===== config.mk =====
export PLATFORM = sky130hd
export DESIGN_NAME = sm_trace_tx
export DESIGN_NICKNAME = d
export VERILOG_FILES = /design/src/rtl/sm_trace_pkg.sv /design/src/rtl/sm_trace_fifo.sv /design/src/rtl/sm_trace_tx.sv
export SDC_FILE = /design/constraint.sdc
export NUM_CORES = 1
export LEC_CHECK = 0
export CORE_ASPECT_RATIO = 1.4
export CORE_MARGIN = 2
export CORE_UTILIZATION = 42
export DETAILED_ROUTE_END_ITERATION = 10
export PLACE_DENSITY_LB_ADDON = 0.15
export REMOVE_ABC_BUFFERS = 1
export SETUP_SLACK_MARGIN = 0.05
export SLEW_MARGIN = 20
export SYNTH_ARGS = -nofsm -noshare
export SYNTH_HDL_FRONTEND = slang
export SYNTH_SLANG_ARGS = --single-unit

===== constraint.sdc =====
create_clock -name clk -period 17.3 [get_ports clk]
set_clock_uncertainty 0.15 [all_clocks]
set_input_delay 3.46 -clock clk [delete_from_list [all_inputs] [get_ports clk]]
set_output_delay 3.46 -clock clk [all_outputs]
set_load 0.05 [all_outputs]

===== src/rtl/sm_trace_pkg.sv =====
// Shared definitions for the schoolMIPS retire-trace transmitter.
// The package holds the record layout, the header field positions and the
// helper function that builds the header word.
package sm_trace_pkg;

    localparam logic [7:0] TRACE_SYNC   = 8'hA5;
    localparam int         TRACE_WORDS  = 4;
    localparam int         TRACE_DROP_W = 7;

    // Header word layout: {sync[31:24], we[23], drop[22:16], stamp[15:0]}
    localparam int HDR_SYNC_LSB  = 24;
    localparam int HDR_WE_BIT    = 23;
    localparam int HDR_DROP_LSB  = 16;
    localparam int HDR_STAMP_LSB = 0;

    typedef struct packed {
        logic [15:0]             stamp;
        logic [TRACE_DROP_W-1:0] drop;
        logic                    we;
        logic [31:0]             pc;
        logic [31:0]             instr;
        logic [31:0]             wdata;
    } trace_rec_t;

    // Build word 0 of a record from its stored fields.
    function automatic logic [31:0] traceHeader(input trace_rec_t rec);
        logic [31:0] hdr;
        hdr                                  = 32'h0;
        hdr[HDR_SYNC_LSB +: 8]               = TRACE_SYNC;
        hdr[HDR_WE_BIT]                      = rec.we;
        hdr[HDR_DROP_LSB +: TRACE_DROP_W]    = rec.drop;
        hdr[HDR_STAMP_LSB +: 16]             = rec.stamp;
        return hdr;
    endfunction

endpackage


===== src/rtl/sm_trace_fifo.sv =====
// Synchronous record FIFO for the trace transmitter.
// Pointers carry one extra MSB so full and empty are told apart without a
// separate flag. A push is accepted while full when a pop happens in the
// same cycle; the caller guarantees that, and that pop only happens when
// the FIFO is not empty. rst_n is an asynchronous, active-high reset.
module sm_trace_fifo
    import sm_trace_pkg::*;
#(
    parameter int DEPTH = 8
) (
    input  logic                   clk,
    input  logic                   rst_n,
    input  logic                   push,
    input  logic                   pop,
    input  trace_rec_t             wrData,
    output trace_rec_t             rdData,
    output logic                   full,
    output logic                   empty,
    output logic [$clog2(DEPTH):0] level
);

    localparam int             AW      = $clog2(DEPTH);
    localparam logic [AW:0]    PTR_ONE = {{AW{1'b0}}, 1'b1};

    trace_rec_t  mem [DEPTH];
    logic [AW:0] wrPtr;
    logic [AW:0] rdPtr;

    assign full   = (wrPtr[AW] != rdPtr[AW]) && (wrPtr[AW-1:0] == rdPtr[AW-1:0]);
    assign empty  = (wrPtr == rdPtr);
    assign rdData = mem[rdPtr[AW-1:0]];

    // Advance read/write pointers and track the occupancy count.
    always_ff @(posedge clk or posedge rst_n) begin
        if (rst_n) begin
            wrPtr <= '0;
            rdPtr <= '0;
            level <= '0;
        end else begin
            if (push) begin
                wrPtr <= wrPtr + PTR_ONE;
            end
            if (pop) begin
                rdPtr <= rdPtr + PTR_ONE;
            end
            case ({push, pop})
                2'b10:   level <= level + PTR_ONE;
                2'b01:   level <= level - PTR_ONE;
                default: level <= level;
            endcase
        end
    end

    // Record storage; contents need no reset since empty masks them.
    always_ff @(posedge clk) begin
        if (push) begin
            mem[wrPtr[AW-1:0]] <= wrData;
        end
    end

endmodule


===== src/rtl/sm_trace_tx.sv =====
// Retire-trace transmitter for the schoolMIPS pipeline.
// Every W-stage retirement (while trace_en is set) becomes a 4-word record
// in a FIFO; records leave over a 32-bit valid/ready stream, one word per
// handshake. When the FIFO is full the record is dropped and counted, and
// the count rides in the header of the next record that gets in.
// rst_n is an asynchronous, active-high reset despite its name.
module sm_trace_tx
    import sm_trace_pkg::*;
#(
    parameter int DEPTH  = 8,
    parameter int DROP_W = 7
) (
    input  logic                   clk,
    input  logic                   rst_n,
    input  logic                   trace_en,
    input  logic                   ret_valid,
    input  logic [31:0]            ret_pc,
    input  logic [31:0]            ret_instr,
    input  logic                   ret_we,
    input  logic [31:0]            ret_wdata,
    output logic                   tx_valid,
    input  logic                   tx_ready,
    output logic [31:0]            tx_data,
    output logic                   tx_last,
    output logic                   ovf,
    output logic [$clog2(DEPTH):0] level
);

    localparam logic [DROP_W-1:0] DROP_MAX  = {DROP_W{1'b1}};
    localparam logic [DROP_W-1:0] DROP_ONE  = {{(DROP_W-1){1'b0}}, 1'b1};
    localparam logic [1:0]        LAST_WORD = 2'(TRACE_WORDS - 1);

    logic              fifoFull;
    logic              fifoEmpty;
    logic              pushRec;
    logic              popRec;
    logic              dropRec;
    logic              handshake;
    logic [1:0]        wordIdx;
    logic [15:0]       stampCnt;
    logic [DROP_W-1:0] dropCnt;
    trace_rec_t        capRec;
    trace_rec_t        headRec;

    assign tx_valid  = !fifoEmpty;
    assign tx_last   = tx_valid & (wordIdx == LAST_WORD);
    assign handshake = tx_valid & tx_ready;
    // The head record leaves on the handshake of its last word.
    assign popRec    = handshake & (wordIdx == LAST_WORD);
    // A departing record frees a slot in the same cycle, so full+pop captures.
    assign pushRec   = trace_en & ret_valid & (!fifoFull | popRec);
    assign dropRec   = trace_en & ret_valid & fifoFull & !popRec;

    // Assemble the record for the retiring instruction.
    always_comb begin
        capRec       = '0;
        capRec.stamp = stampCnt;
        capRec.drop  = TRACE_DROP_W'(dropCnt);
        capRec.we    = ret_we;
        capRec.pc    = ret_pc;
        capRec.instr = ret_instr;
        if (ret_we) begin
            capRec.wdata = ret_wdata;
        end else begin
            capRec.wdata = 32'h0;
        end
    end

    sm_trace_fifo #(
        .DEPTH (DEPTH)
    ) u_fifo (
        .clk    (clk),
        .rst_n  (rst_n),
        .push   (pushRec),
        .pop    (popRec),
        .wrData (capRec),
        .rdData (headRec),
        .full   (fifoFull),
        .empty  (fifoEmpty),
        .level  (level)
    );

    // Free-running cycle stamp, wraps naturally at 16 bits.
    always_ff @(posedge clk or posedge rst_n) begin
        if (rst_n) begin
            stampCnt <= 16'h0;
        end else begin
            stampCnt <= stampCnt + 16'd1;
        end
    end

    // Saturating drop count, cleared once handed to a captured record; sticky ovf.
    always_ff @(posedge clk or posedge rst_n) begin
        if (rst_n) begin
            dropCnt <= '0;
            ovf     <= 1'b0;
        end else begin
            if (pushRec) begin
                dropCnt <= '0;
            end else if (dropRec && (dropCnt != DROP_MAX)) begin
                dropCnt <= dropCnt + DROP_ONE;
            end
            if (dropRec) begin
                ovf <= 1'b1;
            end
        end
    end

    // Word index within the head record, stepping on each accepted word.
    always_ff @(posedge clk or posedge rst_n) begin
        if (rst_n) begin
            wordIdx <= 2'd0;
        end else if (handshake) begin
            wordIdx <= wordIdx + 2'd1;
        end
    end

    // Select the head record word currently on the stream.
    always_comb begin
        case (wordIdx)
            2'd0:    tx_data = traceHeader(headRec);
            2'd1:    tx_data = headRec.pc;
            2'd2:    tx_data = headRec.instr;
            2'd3:    tx_data = headRec.wdata;
            default: tx_data = 32'h0;
        endcase
    end

endmodule


==> impl_results.md <==
* Area grow syn2layout at 15.77%
* Critical path cell sequence: buf_4 > buf_4 > buf_4 > mux4_2 > mux2i_1 > a32oi_1 > clkdlybuf4s50_1
* Final Cycle Share at 53.46%
* Drt first-iter violations at 1,285
* Multiplexer area fraction after synthesis at 15.36%
* Worst-Skew Late Latency at 0.67 ns
* H-tree levels at 3
* Post-CTS Setup Bufs at 0
* Mapped Area at 0.03846 mm^2
* Layout cells sized above 1 at 22.24%
* Seq/Total Area, Yosys at 77.42%
* Asr flop ratio synth at 3.808%
* Cells resized by post-CTS repair at 0
* Cells after Synth at 1,744
* Ys Warns at 0
* Clk sinks at 998
* Slew Viols, Final at 0
* Filler cell count at 7,409
* Final wirelength at 87.65 mm
* Total core area at 0.09097 mm^2
* Initial antenna violation count at 5
* Slew @ Worst Pin at 1.201 ns
* Via count of the first global-routing pass at 19,350
* Reg2reg start: u_fifo.rdPtr[0]$_DFFE_PP0P_
* Xor-xnor portion of the synthesized cell area at 0.6831%
* Placer Congestion at 0.7052
* CP max stage delay at 0.96 ns
* Reg clk slew, reported paths at 0.07 ns
* Gr ovfl total at 0
* # rows at 131
* Tot GR Track Use at 18.91%
* Commonest register cell after synthesis: edfxtp_1
* Chip Height at 362.1 um
* Avg WL per Cell at 27.31 um
* Maxcap violations at 0
* Slowest stage cell on the critical path: dfrtp_4
* Final hold violation count at 0
* Critical path peak fanout at 41
* Final ANT Viol Nets at 0
* Unrepaired setup endpoints after global routing: false
* RR Endpoint: u_fifo.mem[6][115]$_DFFE_PP_
* Reg area at 0.02979 mm^2
* Main combinational cell family by area after synthesis: multiplexers
* Critical path arrival at 5.64 ns
* Pin count of the biggest net entering global routing at 128
* Comb power frac at 31.0%
* Internal cell power at 0.005013 W
* Synth cell count leaders: edfxtp_1, mux4_2, mux2i_1
* I/O Pins at 141
* Non-Filler Instances at 3,209
* Drt pass-1 iters at 5
* Count leader, synth: edfxtp_1
* Number of synthesized flops with an enable pin at 960
* Reg-to-reg setup timing slack at 11.60 ns
* CTS root buf: clkbuf_16
* CTS tree: built
* DP Cell Count at 3,027
* Final number of setup-violating endpoints at 0
* WS Path Type: flip-flop to output port
* Switching share of power at 32.48%
* Status: complete, no violations
* Sequential Power Share at 40.4%
* FF+latch count, synth at 998
* CP dominant cell by count: buf_4
* Max Buffers Root-to-Sink at 3
* Sw Pwr at 0.002411 W
* Static leakage at 14.12 nW
* Worst Hold Class: flip-flop to flip-flop
* Main area contributors after synthesis: edfxtp_1, mux4_2, dfrtp_1
* Min Tclk post-route at 9.249 ns
* Port Buffers at 140
* Power density over the cells at 166.7 mW/mm^2
* Hold buffers post-CTS at 0
* Die X-Extent at 259.8 um
* Sum Neg Setup Slack at 0 ns
* Worst setup EP type: output port
* First-pass GRT wire length at 129.0 mm
* Residual DRC count at 0
* Yosys cell types at 44
* Cts bufs inserted at 97
* Final nets at 2,042
* Starting Density at 42.28%
* DR vias/cell at 5.604
* Mean post-synth cell area at 22.05 um^2
* Top cell type's share of synthesized area at 74.95%
* CP startpoint: u_fifo.rdPtr[0]$_DFFE_PP0P_
* DP Wirelength at 46.60 mm
* Area of the die at 0.09405 mm^2
* VDD IR max at 0.1649 mV
* Post-Synth Simple-Gate Area at 1.526%
* Crit start category: flip-flop
* Worst Path Required at 13.69 ns
* CP endpoint: tx_data[2]
* Fmax at 108.1 MHz
* Vias at 17,980
* Adder-Cell Fraction of Synth Area at 0.3578%
* Clock network power share at 28.6%
* Multi-input logic area at 0.008253 mm^2
* Largest area contributor in the netlist: edfxtp_1
* Slew HR at 19.90%
* Synth Area in Compound Gates at 3.305%
* R2R cell count at 7
-- area by class of cell --
cell class	count	area share [%]
Timing Repair Buffer	181	3.883
Clock inverter	64	1.343
Clock buffer	116	5.867
Antenna cell	2	0.01124
Tap cell	1197	3.364
Inverter	11	0.09273
Multi-Input combinational cell	640	18.53
Sequential cell	998	66.90
-- flip-flops by register name (all words and copies together) (netlist names) --
| signal | cells |
|---|---|
| stampCnt | 16 |
| u_fifo.mem | 960 |
| ovf | 1 |
| u_fifo.rdPtr | 4 |
| wordIdx | 2 |
| u_fifo.wrPtr | 4 |
| u_fifo.level | 4 |
| dropCnt | 7 |
-- through the flow --
stage / setup WS, ns / power [W] / util (%) / cell area (um^2) / hold WS, ns
final: 8.051 / 0.007424 / 48.95 / 44530 / 0.3207
after global routing: 7.568 / 0.007734 / 48.94 / 44520 / 0.3487
after CTS: 7.807 / 0.007534 / 48.94 / 44520 / 0.3283
after detailed placement: 8.519 / 0.005412 / 45.41 / 41310 / 0.3125
after global placement: 8.566 / 0.005398 / 45.41 / 41310 / 0.3117
after floorplan: -5.028 / 0.004946 / - / 37990 / 0.3119
-- worst min path at each step --
stage	from	end	slack [ns]	cells after the start
floorplan	u_fifo.wrPtr[3]$_DFFE_PP0P_	u_fifo.wrPtr[3]$_DFFE_PP0P_	0.31	1
global placement	u_fifo.level[3]$_DFFE_PP0P_	u_fifo.level[3]$_DFFE_PP0P_	0.31	1
detailed placement	ovf$_DFFE_PP0P_	ovf$_DFFE_PP0P_	0.31	1
CTS	ovf$_DFFE_PP0P_	ovf$_DFFE_PP0P_	0.33	1
global route	u_fifo.level[3]$_DFFE_PP0P_	u_fifo.level[3]$_DFFE_PP0P_	0.35	1
finish	ovf$_DFFE_PP0P_	ovf$_DFFE_PP0P_	0.32	1
-- power by group through the flow --
| stage | clock, W | combinational [W] | sequential [W] |
|---|---|---|---|
| floorplan | 0 | 0.00169 | 0.00325 |
| global placement | 0 | 0.00235 | 0.00304 |
| detailed placement | 0 | 0.00236 | 0.00306 |
| CTS | 0.00217 | 0.00236 | 0.00301 |
| global route | 0.00226 | 0.00245 | 0.00302 |
| finish | 0.00212 | 0.00230 | 0.00300 |
-- placed cells by master (no fill, tap or decap), drive strengths merged, types with 12 or more instances in the layout --
master and count:
edfxtp 960, mux4 216, clkdlybuf4s50 139, clkbuf 116
mux2i 85, a21oi 60, buf 42, clkinv 41
dfrtp 38, and2 37, a22oi 28, a22o 24
o211ai 24, a32oi 24, xnor2 18, inv 18
mux2 17, nand2 14, nand3 12, xor2 12
-- cells by family after synthesis --
family                     after synthesis
AOI/OAI and AO/OA                      181
xor gates and xnor gates                30
adders and majority gates               11
buffers and inverters                  106
DFF                                    998
muxes                                  318
and+or+nand+nor                        100
-- worst max-delay path: cells and delay by family, from the launching register on --
| family | cells | cell delay, ns |
|---|---|---|
| DFF | 1 | 0.96 |
| muxes | 2 | 1.02 |
| buffers and inverters | 4 | 2.78 |
| AOI/OAI and AO/OA | 1 | 0.12 |
-- layer usage --
layer	vias to the layer above	track usage [%]	share of wire, %
met5	-	0	0.027
li1	7740	-	-
met2	381	33.35	53
met1	9755	24.40	41
met3	104	2.523	3.8
met4	4	5.387	1.9
No activity file was read; power rests on OpenSTA's default activity.
